--- config.mk ---
export PLATFORM = sky130hd
export DESIGN_NAME = ddr_rd_capture
export DESIGN_NICKNAME = d
export VERILOG_FILES = /design/src/rtl/ddr_rd_pkg.sv /design/src/rtl/ddr_rd_fifo.sv /design/src/rtl/ddr_rd_capture.sv
export SDC_FILE = /design/constraint.sdc
export NUM_CORES = 1
export LEC_CHECK = 0
export ABC_AREA = 1
export CAP_MARGIN = 10
export CORE_ASPECT_RATIO = 1.25
export CORE_MARGIN = 4
export CORE_UTILIZATION = 30
export CTS_BUF_LIST = sky130_fd_sc_hd__clkbuf_4
export DETAILED_ROUTE_END_ITERATION = 7
export RECOVER_POWER = 100
export SYNTH_ARGS = -nofsm -noshare
export SYNTH_HDL_FRONTEND = slang
export SYNTH_SLANG_ARGS = --single-unit
--- constraint.sdc ---
create_clock -name sys_clk -period 5 [get_ports sys_clk]
set_clock_uncertainty 0.1 [all_clocks]
set_input_delay 0.5 -clock sys_clk [delete_from_list [all_inputs] [get_ports sys_clk]]
set_output_delay 0.5 -clock sys_clk [all_outputs]
set_load 0.01 [all_outputs]
--- src/rtl/ddr_rd_pkg.sv ---
// Shared types and widths for the DDR read-capture block.
package ddr_rd_pkg;
    localparam int LEN_W = 3;
    localparam int LAT_W = 3;
    localparam int CNT_W = (LEN_W > LAT_W) ? LEN_W : LAT_W;

    typedef enum logic [1:0] {
        ST_IDLE    = 2'd0,
        ST_WAIT    = 2'd1,
        ST_CAPTURE = 2'd2
    } rd_state_t;
endpackage

--- src/rtl/ddr_rd_fifo.sv ---
// Synchronous word queue; a push into a full queue is accepted only when a pop frees a slot the same cycle.
module ddr_rd_fifo #(
    parameter int WIDTH = 32,
    parameter int DEPTH = 8
) (
    input  logic             clk,
    input  logic             rst_n,
    input  logic             push,
    input  logic [WIDTH-1:0] push_data,
    input  logic             pop,
    output logic [WIDTH-1:0] head,
    output logic             empty,
    output logic             full,
    output logic             drop
);
    localparam int AW = $clog2(DEPTH);

    logic [WIDTH-1:0] mem [DEPTH];
    logic [AW-1:0]    wr_ptr;
    logic [AW-1:0]    rd_ptr;
    logic [AW:0]      count;
    logic             do_push;
    logic             do_pop;

    assign empty   = (count == '0);
    assign full    = (count == (AW+1)'(DEPTH));
    assign do_pop  = pop & ~empty;
    assign do_push = push & (~full | do_pop);
    assign drop    = push & full & ~do_pop;
    assign head    = empty ? '0 : mem[rd_ptr];

    // Power-of-two depth lets the pointers wrap naturally.
    always_ff @(posedge clk or negedge rst_n) begin
        if (!rst_n) begin
            wr_ptr <= '0;
            rd_ptr <= '0;
            count  <= '0;
        end else begin
            if (do_push) wr_ptr <= wr_ptr + 1'b1;
            if (do_pop)  rd_ptr <= rd_ptr + 1'b1;
            if (do_push && !do_pop)      count <= count + 1'b1;
            else if (do_pop && !do_push) count <= count - 1'b1;
        end
    end

    always_ff @(posedge clk) begin
        if (do_push) mem[wr_ptr] <= push_data;
    end
endmodule

--- src/rtl/ddr_rd_capture.sv ---
// DDR read-burst capture: waits out CAS latency, samples {q1,q0} per beat and queues the words.
//   state      | meaning
//   ST_IDLE    | no burst; accepts rd_start
//   ST_WAIT    | counting down CAS latency
//   ST_CAPTURE | sampling one word per cycle until burst length reached
module ddr_rd_capture
    import ddr_rd_pkg::*;
#(
    parameter int DW         = 16,
    parameter int FIFO_DEPTH = 8
) (
    input  logic              sys_clk,
    input  logic              sys_rst_n,
    input  logic              rd_start,
    input  logic [LEN_W-1:0]  rd_len,
    input  logic [LAT_W-1:0]  cas_lat,
    input  logic [DW-1:0]     q0,
    input  logic [DW-1:0]     q1,
    output logic              dq_ce,
    output logic [2*DW-1:0]   rd_data,
    output logic              rd_valid,
    input  logic              rd_ready,
    output logic              busy,
    output logic              done,
    output logic              overflow,
    input  logic              clr_err
);
    rd_state_t        state_q, state_d;
    logic [CNT_W-1:0] cnt_q, cnt_d;
    logic [LEN_W-1:0] len_q, len_d;
    logic             fifo_empty;
    logic             fifo_full;
    logic             fifo_drop;
    logic             capture;

    always_ff @(posedge sys_clk or negedge sys_rst_n) begin
        if (!sys_rst_n) begin
            state_q  <= ST_IDLE;
            cnt_q    <= '0;
            len_q    <= '0;
            done     <= 1'b0;
            overflow <= 1'b0;
        end else begin
            state_q <= state_d;
            cnt_q   <= cnt_d;
            len_q   <= len_d;
            done    <= (state_q == ST_CAPTURE) && (state_d == ST_IDLE);
            // A drop in the same cycle as clr_err must leave the flag set.
            if (fifo_drop)    overflow <= 1'b1;
            else if (clr_err) overflow <= 1'b0;
        end
    end

    always_comb begin
        state_d = state_q;
        cnt_d   = cnt_q;
        len_d   = len_q;
        unique case (state_q)
            ST_IDLE: begin
                if (rd_start) begin
                    len_d = rd_len;
                    if (cas_lat == '0) begin
                        state_d = ST_CAPTURE;
                        cnt_d   = CNT_W'(rd_len);
                    end else begin
                        state_d = ST_WAIT;
                        cnt_d   = CNT_W'(cas_lat - 1'b1);
                    end
                end
            end
            ST_WAIT: begin
                if (cnt_q == '0) begin
                    state_d = ST_CAPTURE;
                    cnt_d   = CNT_W'(len_q);
                end else begin
                    cnt_d = cnt_q - 1'b1;
                end
            end
            ST_CAPTURE: begin
                if (cnt_q == '0) state_d = ST_IDLE;
                else             cnt_d   = cnt_q - 1'b1;
            end
            default: state_d = ST_IDLE;
        endcase
    end

    assign busy     = (state_q != ST_IDLE);
    assign dq_ce    = busy;
    assign capture  = (state_q == ST_CAPTURE);
    assign rd_valid = ~fifo_empty;

    ddr_rd_fifo #(
        .WIDTH (2*DW),
        .DEPTH (FIFO_DEPTH)
    ) u_fifo (
        .clk       (sys_clk),
        .rst_n     (sys_rst_n),
        .push      (capture),
        .push_data ({q1, q0}),
        .pop       (rd_ready),
        .head      (rd_data),
        .empty     (fifo_empty),
        .full      (fifo_full),
        .drop      (fifo_drop)
    );
endmodule
==> summary.md <==
| Metric | Value |
|---|---|
| GRT Total Usage | `0.126` |
| Mapped cell area | `11500 um^2` |
| Max Slew Vio Count | `about 210` |
| Synth-to-Final Area Change | `18.2%` |
| Fin crit period | `around 4.4 ns` |
| Clock Tree Buf Depth | `3` |
| Setup WS pre-CTS | `1.53 ns` |
| Mean Syn Cell Area | `11.5 um^2` |
| Clock transition at path regs | `0.07 ns` |
| Most common cell after layout, fill and taps aside | `nor2_1` |
| Worst EP arrival | `3.84 ns` |
| R2R depth | `7` |
| Initial antenna violation count | `4` |
| Post-DR wirelength/cell | `about 16 um` |
| HP Start | `clr_err` |
| Gr ovfl total | `0` |
| Die area | `41400 um^2` |
| Worst-Margin Slew | `2.53 ns` |
| Setup slack after layout | `0.559 ns` |
| WL final | `26.0 mm` |
| CP startpoint kind | `register` |
| Hold Crit Class | `primary input to register` |
| Max_slew headroom | `-0.691` |
| Vias in the first global route | `7533` |
| Area leader, netlist | `edfxtp_1` |
| Sequential share of the synthesized area | `0.714` |
| # DRC | `0` |
| Starting Density | `0.306` |
| # hold bufs at CTS | `0` |
| #FFs+latches synth | `276` |
| Failing checks | `capacitance limit, slew limit` |
| # clock sinks | `around 280` |
| WP data required | `~4.4 ns` |
| Max frequency | `~230 MHz` |
| TNS Setup | `0 ns` |
| Synthesized Nets | `1057` |
| PortBufs | `approximately 80` |
| Leak | `0.00491 uW` |
| Synth Instances | `1000` |
| Post-CTS Setup Inserts | `0` |
| Crit Path Max Fanout | `56` |
| Via count | `7493` |
| CP Capture Type | `output pin` |
| Die height | `between 200 and 250 um` |
| Final hold violation count | `0` |
| Most frequent cells in the layout | `308 x nor2_1, 256 x edfxtp_1, 130 x o21ai_0` |
| CORE AREA | `37500 um^2` |
| ANT nets after route | `0` |
| Ys Warns | `0` |
| Status | `finished, violations left` |
| DRT Pass-1 Iters | `4` |
| Crit path launch | `u_fifo.rd_ptr[0]$_DFFE_PN0P_` |
| RSZ-0062 raised after global routing | `false` |
| Pwr Density | `558 nW/um^2` |
| Site row count | `79` |
| Total CTS buffers | `67` |
| Max Cap Viol | `9` |
| Worst r2r src | `state_q[0]$_DFF_PN0_` |
| Setup Crit Path Kind | `register to output pin` |
| Ranking of synthesized cells by area | `edfxtp_1 67%, nor2_1 10%, o21ai_0 5.7%` |
| Distinct cells, synth | `24` |
| Largest net degree at the start of global routing | `76` |
| Die W | `183 um` |
| Post-CTS resize count | `0` |
| Peak supply drop | `0.352 mV` |
| Vias per cell | `4.54` |
| Setup Viol. Count Final | `0` |
| Root Buffer Master | `clkbuf_4` |
| CTS tree | `yes` |
| Share of cells above drive strength 1 | `0.103` |
| First-pass GRT wire length | `between 40 and 50 mm` |
| CTS H-tree lvls | `3` |
| Worst hold stages | `2` |
| Initial DRC count | `351` |
| Worst-skew pair later-pin latency | `around 0.67 ns` |
| GPL Wtd Cong | `0.749` |
| Top cell type's share of synthesized area | `0.670` |
| Hpwl dp | `14.5 mm` |
| Io pins | `80` |
| Nets | `1168` |
| Fin crit share | `0.888` |
## worst max-delay path: stages, from the launching register on
cell and delay (ns):
dfrtp_4 0.83, clkinv_2 0.57, clkbuf_2 0.57, o21ai_0 0.29, nand3_1 0.10, nand2_1 0.10
nor2_1 0.07, dlygate4sd3_1 0.60
## Yosys cell counts
cell and number:
a21oi_1 4, buf_12 1, buf_2 16, buf_4 8, buf_6 4, buf_8 1, clkbuf_1 20, clkbuf_2 3
dfrtp_1 20, edfxtp_1 256, fa_1 1, ha_1 13, inv_1 31, inv_2 1, mux2_2 2, nand2_1 94
nand3_1 44, nor2_1 308, o21ai_0 130, o21ai_1 34, o22ai_1 1, or2_2 1, xnor2_1 4, xor2_1 3
## worst paths after layout
kind	end	slack (ns)
worst max register to register	u_fifo.mem[3][4]$_DFFE_PP_	0.78
min in group asynchronous	u_fifo.rd_ptr[0]$_DFFE_PN0P_	0.35
max in group asynchronous	u_fifo.rd_ptr[0]$_DFFE_PN0P_	3.73
worst min register to register	cnt_q[0]$_DFFE_PN0P_	0.39
worst min-delay path	overflow$_DFFE_PN0P_	0.30
worst max-delay path	rd_data[9]	0.56
## through the flow
step / cell area [um^2] / power [uW] / util / cells / hold WS, ns
6_report: 13600 / 7560 / 0.362 / 1650 / 0.299
5_1_grt: 13500 / 8170 / 0.362 / 1648 / 0.221
4_1_cts: 13600 / 7810 / 0.364 / 1647 / 0.205
3_5_place_dp: 12800 / 5880 / 0.341 / 1528 / 0.377
3_3_place_gp: 12800 / 5850 / 0.341 / 1528 / 0.370
2_1_floorplan: 11500 / 4740 / - / 1000 / 0.104
## report_power, final
group          switching [uW]  internal (uW)  total (uW)
Clock                     855           1030        1880
Combinational            1650           1100        2750
Sequential                219           2700        2920
Total                    2730           4830        7560
## flip-flops by register name, summed over array words and instances (netlist names)
register / count
cnt_q: 3
done: 1
len_q: 3
overflow: 1
state_q: 2
u_fifo.count: 4
u_fifo.mem: 256
u_fifo.rd_ptr: 3
u_fifo.wr_ptr: 3
## final cells by class
type                    instances  area [um^2]
diodes                          3         7.51
clock buffers                 101          758
clock inverters                18          125
fillers                      3619        23900
inverters                      32          121
multi-input cells             639         2850
flip-flops and latches        276         8190
well taps                     486          608
repair buffers                 95          887
## cell families after synthesis
| logic type | synth area share |
|---|---|
| fa+ha+maj | 0.0159 |
| mux | 0.00196 |
| buf+inv | 0.0375 |
| compound gates | 0.0739 |
| simple gates | 0.151 |
| flops | 0.714 |
| xor+xnor | 0.00535 |
## per-layer routing
| metal | vias up | global-route usage | wire (um) | share of wire |
|---|---|---|---|---|
| met1 | 3585 | 0.144 | 10800 | 0.42 |
| met2 | 153 | 0.219 | 13100 | 0.50 |
| met5 | - | 0 | 13 | 0.00050 |
| met4 | 2 | 0.0538 | 590 | 0.023 |
| met3 | 47 | 0.0379 | 1480 | 0.057 |
| li1 | 3706 | - | - | - |
(Power assumes the default switching activity.)
